## src/rtl/axi_stream_data_check_if.sv

```systemverilog
// Receive-side AXI-stream bus of one Aurora lane: tdata/tkeep/tlast/tvalid.
// There is no tready because the lane cannot be back-pressured.
interface axi_stream_data_check_if #(
  parameter int DATA_WIDTH = 32
);
  logic [DATA_WIDTH-1:0]   tdata;
  logic [DATA_WIDTH/8-1:0] tkeep;
  logic                    tlast;
  logic                    tvalid;

  modport master (output tdata, tkeep, tlast, tvalid);
  modport slave  (input  tdata, tkeep, tlast, tvalid);
endinterface

```

## src/rtl/axi_stream_data_check.sv

```systemverilog
// Aurora AXI-stream test-pattern checker: framing, tkeep, channel-ID byte and counter sequence.
// Optional first-error capture is enabled by defining AXIS_CHK_FIRST_ERR_EN.
module axi_stream_data_check #(
  parameter int DATA_WIDTH  = 32,
  parameter int CHANNEL_ID  = 0,
  parameter int BURST_LEN   = 8,
  parameter int LOSS_THRESH = 4,
  parameter int CNT_WIDTH   = 16
) (
  input  logic                   sys_clk_i,
  input  logic                   rst_n_i,
  input  logic                   check_en_i,
  input  logic                   channel_up,
  input  logic                   clr_i,
  axi_stream_data_check_if.slave m_axi_rx,
  output logic                   lock_o,
  output logic                   err_flag_o,
  output logic [CNT_WIDTH-1:0]   err_cnt_o,
  output logic [CNT_WIDTH-1:0]   frame_cnt_o,
  output logic [DATA_WIDTH-1:0]  first_err_rx_o,
  output logic [DATA_WIDTH-1:0]  first_err_exp_o
);
  localparam int CW       = DATA_WIDTH - 8;
  localparam int IDX_W    = (BURST_LEN > 1) ? $clog2(BURST_LEN) : 1;
  localparam int CONSEC_W = $clog2(LOSS_THRESH + 1);
  localparam logic [7:0]          ID_BYTE   = 8'(CHANNEL_ID);
  localparam logic [IDX_W-1:0]    LAST_IDX  = IDX_W'(BURST_LEN - 1);
  localparam logic [CONSEC_W-1:0] LOSS_LAST = CONSEC_W'(LOSS_THRESH - 1);

  typedef enum logic [1:0] {
    ST_IDLE = 2'd0,
    ST_HUNT = 2'd1,
    ST_LOCK = 2'd2
  } state_e;

  state_e                state_q, state_d;
  logic                  lock_q, lock_d;
  logic                  err_flag_q, err_flag_d;
  logic [CNT_WIDTH-1:0]  err_cnt_q, err_cnt_d;
  logic [CNT_WIDTH-1:0]  frame_cnt_q, frame_cnt_d;
  logic [CW-1:0]         exp_cnt_q, exp_cnt_d;
  logic [IDX_W-1:0]      beat_idx_q, beat_idx_d;
  logic [CONSEC_W-1:0]   consec_q, consec_d;
  logic                  frame_ok_q, frame_ok_d;

  logic                  run_s;
  logic                  last_idx_s;
  logic                  beat_err_s;
  logic [7:0]            rx_id_s;
  logic [CW-1:0]         rx_cnt_s;

  assign run_s      = channel_up & check_en_i;
  assign rx_id_s    = m_axi_rx.tdata[DATA_WIDTH-1 -: 8];
  assign rx_cnt_s   = m_axi_rx.tdata[CW-1:0];
  assign last_idx_s = (beat_idx_q == LAST_IDX);
  assign beat_err_s = (rx_id_s != ID_BYTE) | (rx_cnt_s != exp_cnt_q) |
                      (~&m_axi_rx.tkeep) | (m_axi_rx.tlast != last_idx_s);

  // Next-state logic: lock tracking, sequence expectation and status counters.
  always_comb begin
    state_d     = state_q;
    lock_d      = lock_q;
    err_flag_d  = err_flag_q;
    err_cnt_d   = err_cnt_q;
    frame_cnt_d = frame_cnt_q;
    exp_cnt_d   = exp_cnt_q;
    beat_idx_d  = beat_idx_q;
    consec_d    = consec_q;
    frame_ok_d  = frame_ok_q;

    if (!run_s) begin
      state_d  = ST_IDLE;
      lock_d   = 1'b0;
      consec_d = '0;
    end else begin
      case (state_q)
        ST_IDLE: begin
          state_d = ST_HUNT;
        end
        ST_HUNT: begin
          if (m_axi_rx.tvalid && m_axi_rx.tlast) begin
            state_d    = ST_LOCK;
            lock_d     = 1'b1;
            exp_cnt_d  = rx_cnt_s + CW'(1);
            beat_idx_d = '0;
            consec_d   = '0;
            frame_ok_d = 1'b1;
          end else begin
            state_d = ST_HUNT;
          end
        end
        ST_LOCK: begin
          if (m_axi_rx.tvalid) begin
            // The expectation free-runs; it is never reseeded from received data.
            exp_cnt_d  = exp_cnt_q + CW'(1);
            beat_idx_d = last_idx_s ? '0 : beat_idx_q + IDX_W'(1);
            frame_ok_d = last_idx_s ? 1'b1 : (frame_ok_q & ~beat_err_s);
            if (beat_err_s) begin
              err_flag_d = 1'b1;
              err_cnt_d  = (&err_cnt_q) ? err_cnt_q : err_cnt_q + CNT_WIDTH'(1);
              if (consec_q == LOSS_LAST) begin
                state_d  = ST_HUNT;
                lock_d   = 1'b0;
                consec_d = '0;
              end else begin
                consec_d = consec_q + CONSEC_W'(1);
              end
            end else begin
              consec_d = '0;
              if (last_idx_s && frame_ok_q) begin
                frame_cnt_d = frame_cnt_q + CNT_WIDTH'(1);
              end else begin
                frame_cnt_d = frame_cnt_q;
              end
            end
          end else begin
            state_d = ST_LOCK;
          end
        end
        default: begin
          state_d = ST_IDLE;
          lock_d  = 1'b0;
        end
      endcase
    end

    // Clear wins over any increment made by the same beat.
    if (clr_i) begin
      err_flag_d  = 1'b0;
      err_cnt_d   = '0;
      frame_cnt_d = '0;
    end else begin
      err_flag_d  = err_flag_d;
    end
  end

  // State and status registers with synchronous active-low reset.
  always_ff @(posedge sys_clk_i) begin
    if (!rst_n_i) begin
      state_q     <= ST_IDLE;
      lock_q      <= 1'b0;
      err_flag_q  <= 1'b0;
      err_cnt_q   <= '0;
      frame_cnt_q <= '0;
      exp_cnt_q   <= '0;
      beat_idx_q  <= '0;
      consec_q    <= '0;
      frame_ok_q  <= 1'b1;
    end else begin
      state_q     <= state_d;
      lock_q      <= lock_d;
      err_flag_q  <= err_flag_d;
      err_cnt_q   <= err_cnt_d;
      frame_cnt_q <= frame_cnt_d;
      exp_cnt_q   <= exp_cnt_d;
      beat_idx_q  <= beat_idx_d;
      consec_q    <= consec_d;
      frame_ok_q  <= frame_ok_d;
    end
  end

  assign lock_o      = lock_q;
  assign err_flag_o  = err_flag_q;
  assign err_cnt_o   = err_cnt_q;
  assign frame_cnt_o = frame_cnt_q;

`ifdef AXIS_CHK_FIRST_ERR_EN
  logic                  capture_s;
  logic [DATA_WIDTH-1:0] first_rx_q;
  logic [DATA_WIDTH-1:0] first_exp_q;

  // The sticky flag is still low exactly until the first counted error.
  assign capture_s = run_s & (state_q == ST_LOCK) & m_axi_rx.tvalid &
                     beat_err_s & ~err_flag_q & ~clr_i;

  // First-error snapshot, held until reset or clear.
  always_ff @(posedge sys_clk_i) begin
    if (!rst_n_i || clr_i) begin
      first_rx_q  <= '0;
      first_exp_q <= '0;
    end else if (capture_s) begin
      first_rx_q  <= m_axi_rx.tdata;
      first_exp_q <= {ID_BYTE, exp_cnt_q};
    end else begin
      first_rx_q  <= first_rx_q;
      first_exp_q <= first_exp_q;
    end
  end

  assign first_err_rx_o  = first_rx_q;
  assign first_err_exp_o = first_exp_q;
`else
  assign first_err_rx_o  = '0;
  assign first_err_exp_o = '0;
`endif
endmodule

```

## src/flat_wrapper.sv

```systemverilog
// flat-port wrapper written by rule: the top's interface ports become plain ports
module axi_stream_data_check_flat 
#(
  parameter int DATA_WIDTH  = 32,
  parameter int CHANNEL_ID  = 0,
  parameter int BURST_LEN   = 8,
  parameter int LOSS_THRESH = 4,
  parameter int CNT_WIDTH   = 16
)
  (sys_clk_i, rst_n_i, check_en_i, channel_up, clr_i, lock_o, err_flag_o, err_cnt_o, frame_cnt_o, first_err_rx_o, first_err_exp_o, m_axi_rx_tdata, m_axi_rx_tkeep, m_axi_rx_tlast, m_axi_rx_tvalid);
  axi_stream_data_check_if #(.DATA_WIDTH(DATA_WIDTH)) m_axi_rx_i ();
  input  logic sys_clk_i;
  input  logic rst_n_i;
  input  logic check_en_i;
  input  logic channel_up;
  input  logic clr_i;
  output logic lock_o;
  output logic err_flag_o;
  output logic [CNT_WIDTH-1:0] err_cnt_o;
  output logic [CNT_WIDTH-1:0] frame_cnt_o;
  output logic [DATA_WIDTH-1:0] first_err_rx_o;
  output logic [DATA_WIDTH-1:0] first_err_exp_o;
  input wire logic [$bits(m_axi_rx_i.tdata)-1:0] m_axi_rx_tdata;
  input wire logic [$bits(m_axi_rx_i.tkeep)-1:0] m_axi_rx_tkeep;
  input wire logic [$bits(m_axi_rx_i.tlast)-1:0] m_axi_rx_tlast;
  input wire logic [$bits(m_axi_rx_i.tvalid)-1:0] m_axi_rx_tvalid;
  assign m_axi_rx_i.tdata = m_axi_rx_tdata;
  assign m_axi_rx_i.tkeep = m_axi_rx_tkeep;
  assign m_axi_rx_i.tlast = m_axi_rx_tlast;
  assign m_axi_rx_i.tvalid = m_axi_rx_tvalid;
  axi_stream_data_check #(.DATA_WIDTH(DATA_WIDTH), .CHANNEL_ID(CHANNEL_ID), .BURST_LEN(BURST_LEN), .LOSS_THRESH(LOSS_THRESH), .CNT_WIDTH(CNT_WIDTH)) u_core (.sys_clk_i(sys_clk_i), .rst_n_i(rst_n_i), .check_en_i(check_en_i), .channel_up(channel_up), .clr_i(clr_i), .m_axi_rx(m_axi_rx_i), .lock_o(lock_o), .err_flag_o(err_flag_o), .err_cnt_o(err_cnt_o), .frame_cnt_o(frame_cnt_o), .first_err_rx_o(first_err_rx_o), .first_err_exp_o(first_err_exp_o));
endmodule
```

## config.mk

```make
export PLATFORM = sky130hd
export DESIGN_NAME = axi_stream_data_check_flat
export DESIGN_NICKNAME = d
export VERILOG_FILES = /design/src/rtl/axi_stream_data_check_if.sv /design/src/rtl/axi_stream_data_check.sv /design/src/flat_wrapper.sv
export SDC_FILE = /design/constraint.sdc
export NUM_CORES = 1
export LEC_CHECK = 0
export CAP_MARGIN = 20
export CORE_MARGIN = 2
export CORE_UTILIZATION = 45
export DETAILED_ROUTE_END_ITERATION = 12
export PLACE_DENSITY = 0.76
export SYNTH_ARGS = -nofsm -noshare
export SYNTH_HDL_FRONTEND = slang
export SYNTH_SLANG_ARGS = --single-unit
```

## constraint.sdc

```tcl
create_clock -name sys_clk_i -period 3.9 [get_ports sys_clk_i]
set_input_delay 0.78 -clock sys_clk_i [delete_from_list [all_inputs] [get_ports sys_clk_i]]
set_output_delay 0.78 -clock sys_clk_i [all_outputs]
set_load 0.02 [all_outputs]
```

==> results.txt, run 1 <==
status: finished clean
Total Routed Length: 13400 µm
Area Overhead vs Synth: 16.2%
Starting Density: 46.2%
slew of the pin with the lowest slew margin: 0.684 ns
first-pass detailed-route iteration total: 5
cts bufs inserted: 9
skew final: 0.0144 ns
post-CTS setup buffers: 0
cell area after synthesis: 5010 µm²
f_max: 317 MHz
setup violators final: 0
CTS Buffer Depth: 2
worst path arrival time: 3.41 ns
Final HPWL DP: 9620 µm
CTS Sinks: 67
Worst Setup Slack post-DPL: 0.444 ns
Leak: 2.00 nW
CP Capture Point: u_core.exp_cnt_q[22]
most frequent cells in the layout: nand2_1 (92), clkdlybuf4s50_1 (76), dfxtp_1 (67)
Cells after Synth: 641
peak supply drop: 0.000203 V
remaining antenna violation count: 0
synth warn: 0
total negative slack: 0 ns
EDFF count, synth: 0
Reg clk slew, reported paths: 0.09 ns
Max-Cap Viols: 0
H-tree depth: 3
Clock Root Buffer: clkbuf_8
DRC violations left: 0
library cells used by synthesis: 70
pwr dens: 259 nW/µm²
Die Y: 110 µm
CP required: 4.16 ns
Die W: 110 µm
worst setup path startpoint: u_core.state_q[0]
PostCTS Resize Cnt: 0
nets: 751
period utilization: 80.8%
CTS tree: done
post-synthesis register bit count: 67
diode count: 0
critical path startpoint category: flip-flop
per-cell routed wire length: 15.8 µm
DR iter-0 viols: 368
Core Area: 10800 µm²
worst hold path class: flip-flop to flip-flop
Reg-to-Reg Start: u_core.state_q[0]
Avg Cell Area, Syn: 7.82 µm²
ys flop type: dfxtp_1
maximum number of pins on one net before global-route repair: 36
vias in the first global route: 4384
fraction of registers with async set/reset: 0%
minimum clock period: 3.15 ns
routability cong.: 0.975
first-pass GRT wire length: 21000 µm
Reg2Reg Depth: 9
CP Class: flip-flop to flip-flop
Fin Hold WS: 0.460 ns
DR vias: 4977
Worst Path Max Fanout: 22
ratio of cells with drive above 1 in the final layout: 8.35%
worst setup margin: 0.748 ns
Congestion Overflow GR: 0
most common cell after layout, fill and taps aside: nand2_1
Worst slew margin: 54.0%
worst r2r dst: u_core.exp_cnt_q[22]
routed vias/inst: 5.88
Buffers on Ports: 76
Worst-Skew Late Latency: 0.37 ns
unrepaired setup endpoints after global routing: false
Hold Buf Count CTS: 0
Final Util: 53.7%
Final Hold Fails: 0
FF-to-FF setup slack: 0.75 ns
Die Area: 12000 µm²
gr usage total: 21.9%
Seq/Total Area, Yosys: 26.8%
FP Rows: 38
# IOs: 141
Max Transition Viols Final: 0
Setup crit end kind: flip-flop
antenna violations before repair: 0
## routing by layer
layer | GRT usage (%) | routed length (µm) | up-vias | share of wire [%]
li1 | - | - | 2356 | -
met4 | 8.41 | 340 | 0 | 2.5
met3 | 5.28 | 956 | 34 | 7.1
met2 | 37.4 | 6580 | 208 | 49
met5 | 0 | 0 | - | 0
met1 | 26.6 | 5530 | 2379 | 41
## cell families (layout without fill, tap and decap cells)
logic type	count (synthesis)	in the layout	synth area share [%]
mux	26	26	5.54
simple gates	264	264	28.3
buf+inv	107	110	13.7
xor+xnor	28	28	4.90
fa+ha+maj	6	6	1.50
flops	67	67	26.8
other cells	1	64	0.0749
compound gates	142	142	19.2
## cell type report
class,instances,area (µm²)
clock buffer,10,138
clock inverter,6,65.1
fill,1067,5020
inverter,5,18.8
multi-input combinational,530,3220
sequential,67,1340
tap,140,175
timing repair buffer,89,858
## where the power goes
group          internal, mW  leakage [nW]  switching (mW)
Combinational        0.0702          1.36           0.133
Sequential            0.685         0.540         0.00287
Clock                 0.313         0.102           0.302
Total                  1.07          2.00           0.437
## through the flow
stage               area [µm²]  total power, mW  instances
finish                    5820             1.51        847
floorplan                 5250            0.874        704
global route              5820             1.56        847
detailed placement        5610            0.903        830
CTS                       5810             1.51        846
global placement          5610            0.900        830
## cell usage after synthesis (all sizes together) (10+ instances only)
cell	instances	area, µm²
nand4	22	144
a21oi	34	170
dfxtp	67	1340
or4	16	124
nor3	10	50.1
nand2	92	345
or3	11	73.8
buf	79	581
xnor2	25	219
clkbuf	23	87.6
nor4	20	146
a31oi	10	83.8
o21ai	28	140
nand3	32	160
mux2i	18	184
and3	12	75.1
nor2	21	78.8
o211ai	20	150
## state kept, by name, summed over array words and instances, names as in the netlist
name	cells
u_core.exp_cnt_q	24
u_core.err_cnt_o	16
u_core.frame_cnt_o	16
u_core.beat_idx_q	3
u_core.consec_q	3
u_core.state_q	2
u_core.err_flag_o	1
u_core.frame_ok_q	1
u_core.lock_o	1
## worst min path at each step
| stage | startpoint | endpoint | cells past startpoint |
|---|---|---|---|
| floorplan | u_core.beat_idx_q[1] | u_core.beat_idx_q[1] | 2 |
| global route | u_core.beat_idx_q[1] | u_core.beat_idx_q[1] | 2 |
| global placement | u_core.err_flag_o | u_core.err_flag_o | 2 |
| detailed placement | u_core.err_flag_o | u_core.err_flag_o | 2 |
| finish | u_core.err_flag_o | u_core.err_flag_o | 2 |
| CTS | u_core.err_flag_o | u_core.err_flag_o | 2 |
## critical path, cell delays in order (launching register included)
cell and delay [ns]:
dfxtp_1 0.51, nand2b_4 0.39, mux2_2 0.25, ha_1 0.27, nand4_1 0.15, mux2_4 0.34, or4_4 0.49, nor4_4 0.33
o21ai_0 0.13, o21a_1 0.18
Note: power is estimated with default switching activity, not from simulation.
==> inputs of run 2 (changes only) <==
Settings changed: CORE_UTILIZATION 45 to 44, PLACE_DENSITY 0.76 to 0.77.
Clock period 3.9 ns to 2.75 ns, I/O delays scaled along.
==> run 2 against run 1 <==
Net effect: clock-buffer cell count unchanged; total power increased by 59%; cell count increased by 4.7%; hold slack got worse by 0.0067 ns; non-clock buffer count increased by 40; die area increased by 2.2%; final area increased by 8.4%; critical path type unchanged.
==> results.txt, run 2 (same netlist as run 1, synthesis figures left out) <==
Core Area: 11000 µm² (+1.3%)
first-pass GRT wire length: 22500 µm (+7.1%)
routed vias/inst: 5.84 (-0.60%)
Final Hold Fails: 0 (unchanged)
FILL cells: 1000 (-6.3%)
max FFs per register: 24 (unchanged)
Congestion Overflow GR: 0 (unchanged)
Hold Path Sink: u_core.err_flag_o
Worst slew margin: 59.5% (+5.5 points)
Area after DPL: 5950 µm² (+6.1%)
peak supply drop: 0.000354 V (+74%)
Biggest register: u_core.exp_cnt_q
f_max: 369 MHz (+16%)
Starting Density: 45.6% (-0.60 points)
Clock Root Buffer: clkbuf_16
minimum clock period: 2.71 ns (-0.442 ns)
Die Y: 111 µm (+1.1%)
CP Class: flip-flop to flip-flop
max incr delay on CP: 0.57 ns (+0.06 ns)
critical path startpoint category: flip-flop
worst r2r dst: u_core.exp_cnt_q[22]
DR vias: 5181 (+4.1%)
Reg-to-Reg Start: u_core.state_q[0]
pwr dens: 379 nW/µm² (+46%)
Tot Pwr: 2.39 mW (+59%)
gr usage total: 21.9% (-0.024 points)
period utilization: 98.5% (+18 points)
CP required: 3.03 ns (-1.13 ns)
diode count: 0 (unchanged)
DR iter-0 viols: 529 (+44%)
Setup crit end kind: flip-flop
worst setup margin: 0.0399 ns (-0.708 ns)
per-cell routed wire length: 16.0 µm (+1.3%)
worst hold path class: flip-flop to flip-flop
Worst Path Buf+Inv: 1 (+1)
Critical Path Slowest Stage Cell: or4_4
Die Area: 12300 µm² (+2.2%)
Total Routed Length: 14200 µm (+6.1%)
FF-to-FF setup slack: 0.04 ns (-0.71 ns)
most used cell, CP: nand2_4
unrepaired setup endpoints after global routing: true
CTS Sinks: 67 (unchanged)
nets: 791 (+5.3%)
cell area after layout: 6310 µm² (+8.4%)
Reg clk slew, reported paths: 0.06 ns (-0.03 ns)
Max Transition Viols Final: 0 (unchanged)
Die W: 111 µm (+1.1%)
min-delay src: u_core.err_flag_o
hold depth: 2 (unchanged)
Worst-Skew Late Latency: 0.33 ns (-0.04 ns)
Reg2Reg Depth: 11 (+2)
vias in the first global route: 4787 (+9.2%)
most frequent cells in the layout: nand2_1 (89), clkdlybuf4s50_1 (74), dfxtp_1 (65)
status: finished clean
CTS tree: done
setup violators final: 0 (unchanged)
Max-Cap Viols: 0 (unchanged)
Buffers on Ports: 76 (unchanged)
antenna violations before repair: 0 (unchanged)
FP Rows: 38 (unchanged)
# IOs: 141 (unchanged)
ratio of cells with drive above 1 in the final layout: 14.7% (+6.4 points)
skew final: 0.00493 ns (-0.00946 ns)
first-pass detailed-route iteration total: 6 (+1)
Area Overhead vs Synth: 25.9%
Hold Buf Count CTS: 0 (unchanged)
H-tree depth: 3 (unchanged)
remaining antenna violation count: 0 (unchanged)
family with the most delay on the worst path: simple AND/OR/NAND/NOR gates
slew of the pin with the lowest slew margin: 0.604 ns (-0.0793 ns)
Critical Path, Cell by Cell: nand2b_4 -> buf_6 -> nand2_4 -> nand2_4 -> ha_4 -> nand4_1 -> mux2_4 -> or4_4 -> nor4_4 -> mux2i_1 -> o21a_1
Worst Setup Slack post-DPL: -0.369 ns (-0.813 ns)
cts bufs inserted: 9 (unchanged)
CTS Buffer Depth: 2 (unchanged)
maximum number of pins on one net before global-route repair: 45 (+25%)
DRC violations left: 0 (unchanged)
Final HPWL DP: 10200 µm (+6.4%)
worst path arrival time: 2.99 ns (-0.42 ns)
Leak: 2.28 nW (+14%)
routability cong.: 0.888 (-8.9%)
Worst Path Max Fanout: 7 (-68%)
most common cell after layout, fill and taps aside: nand2_1
-- run 2: cell count changes in the layout (fill, tap and decap cells not counted), moves of 2 or more --
cell	delta
nand2_1	-3
buf_12	+3
clkbuf_8	-9
clkbuf_16	+9
dfxtp_1	-2
nand2_4	+2
nor4_1	-2
dlymetal6s2s_1	+2
nor4_2	+2
buf_4	+36
clkdlybuf4s50_1	-2
-- run 2: per-stage QoR --
step | hold WS [ns] | utilization [%] | std cells | setup TNS (ns)
global placement | 0.433 | 54.2 | 868 | -1.51
detailed placement | 0.446 | 54.2 | 868 | -2.91
global route | 0.470 | 57.4 | 887 | -0.0628
CTS | 0.456 | 56.8 | 884 | 0
finish | 0.453 | 57.4 | 887 | 0
floorplan | 0.436 | - | 704 | -0.462
-- run 2: layout make-up --
type                            count  area [µm²]  share of cell area [%]
Sequential cell                    67        1350                    21.3
Inverter                            5        18.8                   0.298
Multi-Input combinational cell    530        3280                    52.1
Clock buffer                       10         239                    3.79
Tap cell                          140         175                    2.78
Timing Repair Buffer              129        1200                    19.1
Clock inverter                      6        40.0                   0.635
-- run 2: repair_timing --
item	4_1_cts	5_1_grt
resized for setup	1	13
endpoints found under the setup margin	1	7
endpoints found under the hold margin	0	0
buffers inserted	0	3
pin swaps	0	4
-- run 2: power breakdown --
group | leakage (nW) | total (mW) | switching (mW) | internal, mW
clock | 0.139 | 1.10 | 0.461 | 0.635
sequential | 0.541 | 0.976 | 0.00340 | 0.972
combinational | 1.60 | 0.318 | 0.198 | 0.120
-- run 2: worst register-to-register path, delay by kind of cell (launching register included) --
kind,cells,cell delay [ns]
adder cells (fa/ha/maj),1,0.16
flip-flops,1,0.36
AO/OA/AOI/OAI,1,0.13
multiplexers,2,0.54
AND/OR/NAND/NOR,6,1.33
buffers and inverters,1,0.12
-- run 2: how the worst max path moves through the flow --
stage,start,endpoint,slack [ns],depth (start not counted)
after floorplan,u_core.state_q[0],u_core.exp_cnt_q[22],-0.21,16
after global placement,m_axi_rx_tdata[1],u_core.exp_cnt_q[20],-0.25,9
after detailed placement,m_axi_rx_tdata[1],u_core.exp_cnt_q[20],-0.37,10
after CTS,m_axi_rx_tdata[1],u_core.exp_cnt_q[22],0.02,9
after global routing,u_core.state_q[0],u_core.exp_cnt_q[22],-0.06,11
final,u_core.state_q[0],u_core.exp_cnt_q[22],0.04,11
-- run 2: per-layer routing --
layer  track usage (%)  part of all wire (%)  vias up
met2              38.6                    50      223
met3              4.26                   6.4       33
met5                 0                     0        -
met1              26.1                    41     2479
met4              8.83                   2.9        0
li1                  -                     -     2446
==> inputs of run 3 (changes only) <==
Settings changed: CTS_CLUSTER_SIZE set to 25.
==> results of run 3 <==
Same layout as run 2: the final DEF is identical, and so are final timing and power.
